===== config.mk =====
export PLATFORM = sky130hd
export DESIGN_NAME = apb_master_flat
export DESIGN_NICKNAME = d
export VERILOG_FILES = /design/src/rtl/apb_master_if.sv /design/src/rtl/apb_master.sv /design/src/flat_wrapper.sv
export SDC_FILE = /design/constraint.sdc
export NUM_CORES = 1
export LEC_CHECK = 0
export BUFFER_PORTS_ARGS = -buffer_cell sky130_fd_sc_hd__buf_2
export CAP_MARGIN = 0
export CORE_UTILIZATION = 47
export CTS_BUF_LIST = sky130_fd_sc_hd__clkbuf_4
export DETAILED_ROUTE_END_ITERATION = 12
export PLACE_DENSITY = 0.87
export SLEW_MARGIN = 20
export SYNTH_ARGS = -nofsm -noshare
export SYNTH_HDL_FRONTEND = slang
export SYNTH_SLANG_ARGS = --single-unit
export TNS_END_PERCENT = 1

===== constraint.sdc =====
create_clock -name PCLK -period 1.8 [get_ports PCLK]
set_input_delay 0.36 -clock PCLK [delete_from_list [all_inputs] [get_ports PCLK]]
set_output_delay 0.36 -clock PCLK [all_outputs]
set_load 0.005 [all_outputs]

===== src/rtl/apb_master_if.sv =====
// APB3 bus bundle between a requester and a completer.
// The master modport drives select/enable/address/direction/write data;
// the slave modport drives read data, ready and error back.
interface apb_master_if #(
    parameter int ADDR_W = 32,
    parameter int DATA_W = 32
);
    logic              PSEL;
    logic              PENABLE;
    logic              PWRITE;
    logic [ADDR_W-1:0] PADDR;
    logic [DATA_W-1:0] PWDATA;
    logic [DATA_W-1:0] PRDATA;
    logic              PREADY;
    logic              PSLVERR;

    modport master (
        output PSEL, PENABLE, PWRITE, PADDR, PWDATA,
        input  PRDATA, PREADY, PSLVERR
    );

    modport slave (
        input  PSEL, PENABLE, PWRITE, PADDR, PWDATA,
        output PRDATA, PREADY, PSLVERR
    );
endinterface


===== src/rtl/apb_master.sv =====
// APB3 requester: turns single-beat local commands into SETUP/ACCESS
// transfers and returns one response (read data, error, timeout) per command.
//
// Handshake: a command transfers on a rising PCLK edge where cmd_valid and
// cmd_ready are both high; cmd_ready is high only while the FSM is IDLE.
// The response side has no backpressure: rsp_valid pulses for one cycle and
// rsp_rdata/rsp_err/rsp_timeout hold until the next response.
module apb_master #(
    parameter int          ADDR_W  = 32,
    parameter int          DATA_W  = 32,
    parameter int unsigned TIMEOUT = 16
) (
    input  logic              PCLK,
    input  logic              PRESETn,
    input  logic              cmd_valid,
    output logic              cmd_ready,
    input  logic              cmd_write,
    input  logic [ADDR_W-1:0] cmd_addr,
    input  logic [DATA_W-1:0] cmd_wdata,
    output logic              rsp_valid,
    output logic [DATA_W-1:0] rsp_rdata,
    output logic              rsp_err,
    output logic              rsp_timeout,
    apb_master_if.master      apb,
    output logic [1:0]        state_dbg
);

    typedef enum logic [1:0] {
        IDLE   = 2'd0,
        SETUP  = 2'd1,
        ACCESS = 2'd2
    } state_t;

    // The counter only has to reach TIMEOUT-1: the abort fires on the
    // TIMEOUT-th not-ready ACCESS cycle itself.
    localparam int CNT_W = (TIMEOUT > 1) ? $clog2(TIMEOUT) : 1;

    state_t             state;
    state_t             state_n;
    logic [CNT_W-1:0]   wait_cnt;
    logic               accept;
    logic               done;
    logic               abort;
    logic               timeout_hit;

    assign cmd_ready = (state == IDLE);
    assign state_dbg = state;

    // TIMEOUT == 0 never matches, so the master waits forever on PREADY=0.
    assign timeout_hit = (TIMEOUT != 0) && (32'(wait_cnt) == TIMEOUT - 1);

    // State register; reset forces IDLE immediately.
    always_ff @(posedge PCLK or negedge PRESETn) begin
        if (!PRESETn) begin
            state <= IDLE;
        end else begin
            state <= state_n;
        end
    end

    // Next-state decode plus the single-cycle events that load the outputs.
    always_comb begin
        state_n = state;
        accept  = 1'b0;
        done    = 1'b0;
        abort   = 1'b0;
        case (state)
            IDLE: begin
                if (cmd_valid) begin
                    accept  = 1'b1;
                    state_n = SETUP;
                end
            end
            SETUP: begin
                state_n = ACCESS;
            end
            ACCESS: begin
                if (apb.PREADY) begin
                    done    = 1'b1;
                    state_n = IDLE;
                end else if (timeout_hit) begin
                    abort   = 1'b1;
                    state_n = IDLE;
                end
            end
            default: begin
                state_n = IDLE;
            end
        endcase
    end

    // Consecutive not-ready ACCESS cycles; zero everywhere outside ACCESS,
    // so every transfer starts counting from zero.
    always_ff @(posedge PCLK or negedge PRESETn) begin
        if (!PRESETn) begin
            wait_cnt <= '0;
        end else if (state != ACCESS) begin
            wait_cnt <= '0;
        end else if (!apb.PREADY) begin
            wait_cnt <= wait_cnt + CNT_W'(1);
        end
    end

    // Registered APB outputs: PSEL/PENABLE follow the next state so they are
    // aligned with the state register; address/direction/data load only on
    // accept and therefore hold between transfers.
    always_ff @(posedge PCLK or negedge PRESETn) begin
        if (!PRESETn) begin
            apb.PSEL    <= 1'b0;
            apb.PENABLE <= 1'b0;
            apb.PWRITE  <= 1'b0;
            apb.PADDR   <= '0;
            apb.PWDATA  <= '0;
        end else begin
            apb.PSEL    <= (state_n != IDLE);
            apb.PENABLE <= (state_n == ACCESS);
            if (accept) begin
                apb.PWRITE <= cmd_write;
                apb.PADDR  <= cmd_addr;
                apb.PWDATA <= cmd_wdata;
            end
        end
    end

    // Registered response: one pulse per completed or aborted transfer.
    always_ff @(posedge PCLK or negedge PRESETn) begin
        if (!PRESETn) begin
            rsp_valid   <= 1'b0;
            rsp_rdata   <= '0;
            rsp_err     <= 1'b0;
            rsp_timeout <= 1'b0;
        end else begin
            rsp_valid <= done | abort;
            if (done) begin
                rsp_rdata   <= apb.PWRITE ? '0 : apb.PRDATA;
                rsp_err     <= apb.PSLVERR;
                rsp_timeout <= 1'b0;
            end else if (abort) begin
                rsp_rdata   <= '0;
                rsp_err     <= 1'b1;
                rsp_timeout <= 1'b1;
            end
        end
    end

endmodule


===== src/flat_wrapper.sv =====
// flat-port wrapper written by rule: the top's interface ports become plain ports
module apb_master_flat 
#(
    parameter int          ADDR_W  = 32,
    parameter int          DATA_W  = 32,
    parameter int unsigned TIMEOUT = 16
)
  (PCLK, PRESETn, cmd_valid, cmd_ready, cmd_write, cmd_addr, cmd_wdata, rsp_valid, rsp_rdata, rsp_err, rsp_timeout, state_dbg, apb_PSEL, apb_PENABLE, apb_PWRITE, apb_PADDR, apb_PWDATA, apb_PRDATA, apb_PREADY, apb_PSLVERR);
  apb_master_if #(.ADDR_W(ADDR_W), .DATA_W(DATA_W)) apb_i ();
  input  logic PCLK;
  input  logic PRESETn;
  input  logic cmd_valid;
  output logic cmd_ready;
  input  logic cmd_write;
  input  logic [ADDR_W-1:0] cmd_addr;
  input  logic [DATA_W-1:0] cmd_wdata;
  output logic rsp_valid;
  output logic [DATA_W-1:0] rsp_rdata;
  output logic rsp_err;
  output logic rsp_timeout;
  output logic [1:0] state_dbg;
  output wire logic [$bits(apb_i.PSEL)-1:0] apb_PSEL;
  output wire logic [$bits(apb_i.PENABLE)-1:0] apb_PENABLE;
  output wire logic [$bits(apb_i.PWRITE)-1:0] apb_PWRITE;
  output wire logic [$bits(apb_i.PADDR)-1:0] apb_PADDR;
  output wire logic [$bits(apb_i.PWDATA)-1:0] apb_PWDATA;
  input wire logic [$bits(apb_i.PRDATA)-1:0] apb_PRDATA;
  input wire logic [$bits(apb_i.PREADY)-1:0] apb_PREADY;
  input wire logic [$bits(apb_i.PSLVERR)-1:0] apb_PSLVERR;
  assign apb_PSEL = apb_i.PSEL;
  assign apb_PENABLE = apb_i.PENABLE;
  assign apb_PWRITE = apb_i.PWRITE;
  assign apb_PADDR = apb_i.PADDR;
  assign apb_PWDATA = apb_i.PWDATA;
  assign apb_i.PRDATA = apb_PRDATA;
  assign apb_i.PREADY = apb_PREADY;
  assign apb_i.PSLVERR = apb_PSLVERR;
  apb_master #(.ADDR_W(ADDR_W), .DATA_W(DATA_W), .TIMEOUT(TIMEOUT)) u_core (.PCLK(PCLK), .PRESETn(PRESETn), .cmd_valid(cmd_valid), .cmd_ready(cmd_ready), .cmd_write(cmd_write), .cmd_addr(cmd_addr), .cmd_wdata(cmd_wdata), .rsp_valid(rsp_valid), .rsp_rdata(rsp_rdata), .rsp_err(rsp_err), .rsp_timeout(rsp_timeout), .apb(apb_i), .state_dbg(state_dbg));
endmodule

# Yosys cells after proc, flatten, opt, wreduce, memory -nomap -nowiden
# Index checks and enable logic that the tools add are counted.
# op_classes
n_addsub	1
n_mul	0
div_mod_pow	0
n_lt_le_gt_ge	0
n_eq_ne	6
n_shift	0
muxes	19
bitwise_logic	1
reduce_logical	3
# op_table
cell	n
$mux 32	3
$mux 1	10
$mux 4	2
$mux 2	3
$pmux 2 s3	1
$add 4x1->4 const B	1
$eq 2x2->1 const B	2
$eq 4x4->1 const B	1
$reduce_bool 2->1	2
$eq 2x1->1 const B	1
$logic_not 2->1	1
$ne 2x1->1 const B	1
$ne 2x2->1 const B	1
$or 1x1->1	1
# totals
regBits	108
latch_bits	0
ramBits	0
romBits	0
in_bits	102
output_inout_bits	105
wordCells	41
n_memories	0

# Depth between registers and ports, before layout
# logic_depth
word_depth	6
mapped_depth	5
depth_no_buf	5

# Worst setup path after synthesis
# No wires, ideal clock.
# synth_path
kind	reg2reg
start	reg u_core.state[0] (netlist: u_core.state_dbg[0])
end	reg u_core.apb.PADDR[0]
setup_time_ns	0.125
t_arrival_ns	1.307
required_time_ns	1.675
setup_slack_ns	0.368
stages_incl_launch_ff	6
n_path_buf	2
synth_period_minus_slack_ns	1.432
cell_sequence	dfrtp_1 nor2_2 and2_4 buf_6 buf_12 mux2_4
# synth_via
elab_chain_len	2
# synth_lines
item	line_no	text
start: declaration	apb_master.sv:38	state_t state;
start signal: assignment	apb_master.sv:57	state <= state_n;
$logic_not 2->1	--	
named net cmd_ready	flat_wrapper.sv:13	output logic cmd_ready;
$mux 1	apb_master.sv:67	case (state)
end signal: assignment	apb_master.sv:119	apb.PADDR <= cmd_addr;
end: declaration	apb_master_if.sv:18	output PSEL, PENABLE, PWRITE, PADDR, PWDATA,
# The timed path passes the listed nets, and every way through them passes these cells.
# A chain may end at the register's enable or synchronous reset.

# Worst setup path after layout
# layout_path
start	reg u_core.state[1] (netlist: u_core.state_dbg[1])
end	reg u_core.apb.PWDATA[5]
# layout_via
elab_chain_len	2
# layout_lines
item	line_no	text
$logic_not 2->1	apb_master.sv:67	
$mux 1	apb_master.sv:67	
end signal: assignment	apb_master.sv:120	apb.PWDATA <= cmd_wdata;
end: declaration	apb_master_if.sv:18	
# No other way between the ends.

==> impl_metrics.ini <==
[flow_run]
drv_cap = 0

[cells_and_area]
final_util_pct = 63.16
insertedDiodeCount = 0
drive_gt1_share_pct = 64.59
final_net_count = 564
fin_cells = 574
area_growth_pct = 30.62

[route]
ant_nets = 0
drt-total-wl_um = 9108
routed_via_density = 5.009
wl_per_cell_um = 15.87
first_iter_violations = 74
first_pass_iters = 4
drc = 0
vias = 2875

[clock_tree]
path_clk_slew_ns = 0.18
post_cts_resized = 0
root_buffer = clkbuf_4
cts_buffers = 9
cts.htree.levels = 3
clk_latency_ns = 0.45
cts_buffer_depth = 2
numClockSinks = 108
cts_tree = done

[synth]
synth.avg_cell_area_um2 = 17.00
synth_top_family_by_area = multiplexers
synth_mux_area_share_pct = 21.07
synth_top_area_share_pct = 64.09
ys_seq_area_share_pct = 64.09
synth_warnings = 0
ys_seq_elements = 108
synth-compound-area-share_pct = 7.804
synthesis.area_um2 = 4217
synth_top_area_cell = dfrtp_1
postSynthCellCount = 248
synthSimpleGateAreaFrac_pct = 2.136
synth.area.top_cells = dfrtp_1 64%, mux2_4 14%, mux2_2 6.9%
synthAdderAreaFrac_pct = 0.2967
synth_fp_nets = 351
synth-xor-area-share_pct = 0.6231
synth.distinct_cells = 28

[min_path]
whs_path_depth = 2
hold_class = primary input to flop

[sta]
rsz0062_at_grt = no
tns_ns = 0
fmaxAchievable_mhz = 611.6
hold_ws_ns = 0.1130
period_minus_slack_ns = 1.635
slew_headroom_pct = 73.65
setup_viol = 0
maxSlewViolCount = 0
fin_crit_sh_pct = 90.84
skew_ns = 0.01961
hold_viol_final = 0
tightest_slew_ns = 0.3953

[global_route]
grt_overflow = 0
track_usage_pct = 20.31
grt_max_degree = 49
grt_pass1_wl_um = 15240
grt_pass1_vias = 2966
antenna_found_initial = 0

[placed_design]
hpwl_um = 6780
io_buffer_count = 206
gp_congestion = 0.7810
dp_cells = 557

[critical_path]
r2r-start = u_core.state_dbg[1]
criticalPathCategory = flop to flop
ff2ff_setup_slack_ns = 0.16
cp_data_required_time_ns = 2.14
critical_path_arrival_ns = 1.97
crit_fanout = 20
critical_path.startpoint = u_core.state_dbg[1]
critPathLaunchType = flop
timing.rr.end = u_core.apb.PWDATA[5]
r2r_cells = 4
cp-end-kind = flop
crit_end = u_core.apb.PWDATA[5]

[floorplanning]
num_io_pins = 207
die_y_um = 96.72
coreArea_um2 = 8721
die_w_um = 96.72
rows = 34
dieArea_um2 = 9354
initial_utilization_pct = 48.35

[power]
power_density_nw_per_um2 = 1634
ir_drop_mv = 0.7131
power_mw = 9.002
p_leak_nw = 2.903

[outcome]
outcome = finished, final reports clean
## worst min-delay path by stage
stage                                end     startpoint
global placement    u_core.rsp_rdata[23]        PRESETn
CTS                  u_core.rsp_rdata[4]  apb_PRDATA[4]
global route        u_core.apb.PADDR[31]   cmd_addr[31]
finish               u_core.rsp_rdata[4]  apb_PRDATA[4]
detailed placement  u_core.rsp_rdata[18]        PRESETn
floorplan            u_core.apb.PADDR[0]        PRESETn
## what timing repair did
action,in CTS,in global routing
buffers inserted,0,0
hold buffers,1,0
hold endpoints to repair,18,0
## synthesized netlist by cell type, drive strengths merged
master / count
buf: 15
a41oi: 1
mux2: 65
nand2b: 1
o22ai: 1
inv: 2
nor3: 1
nor2b: 1
ha: 1
and2b: 1
o21ai: 2
a31o: 1
nand2: 1
or2b: 1
xnor2: 1
dfrtp: 108
mux2i: 1
nand4b: 1
a22o: 32
a21oi: 1
nor2: 6
and2: 1
xor2: 2
o32a: 1
## worst max-delay path, stage by stage (launching register included)
cell and delay (ns):
dfrtp_1 0.49, nor2_2 0.12, and2_4 0.31, buf_12 0.23, mux2_2 0.36
## placed cells by master (no fill, tap or decap), drive strengths merged, types with 2 or more instances in the layout
cell type	count
a22o	32
buf	216
clkbuf	9
clkinv	2
dfrtp	108
inv	5
mux2	65
nor2	6
o21ai	2
xor2	2
## metal layers
layer	up-vias	GRT usage (%)	share of wire, %
li1	1317	-	-
met1	1427	25.26	41
met2	120	34.72	51
met3	11	6.503	6.4
met4	0	4.363	1.0
met5	-	0	0
## power by group
part | switching [mW] | internal (mW) | total [mW]
registers | 0.634 | 3.53 | 4.16
clock network | 0.805 | 0.445 | 1.25
logic | 1.36 | 2.23 | 3.59
total | 2.80 | 6.20 | 9.00
## cell families (layout without fill, tap and decap cells)
kind of cell	count (synthesis)	in the layout
simple gates	14	14
buf+inv	17	235
fa+ha+maj	1	1
compound gates	39	39
xor+xnor	3	3
flops	108	108
mux	66	66
## layout make-up
type | count | area, µm²
clock buffers | 9 | 67.56
well taps | 108 | 135.1
fillers | 658 | 3213
multi-input cells | 123 | 1346
flip-flops and latches | 108 | 2703
repair buffers | 217 | 1169
clock inverters | 7 | 80.08
inverters | 2 | 7.507
## flip-flops by register name, indices dropped and copies added, names as in the netlist
signal / flops
u_core.apb.PADDR: 32
u_core.apb.PWDATA: 32
u_core.rsp_rdata: 32
u_core.wait_cnt: 4
u_core.state_dbg: 2
u_core.apb.PENABLE: 1
u_core.apb.PSEL: 1
u_core.apb.PWRITE: 1
u_core.rsp_err: 1
u_core.rsp_timeout: 1
u_core.rsp_valid: 1
## through the flow
step / area (µm²) / setup WS, ns
6_report: 5508 / 0.1649
3_5_place_dp: 5350 / 0.1892
3_3_place_gp: 5350 / 0.2499
4_1_cts: 5508 / 0.1363
5_1_grt: 5508 / 0.02246
2_1_floorplan: 4217 / 0.3684
No activity file was read; power rests on OpenSTA's default activity.
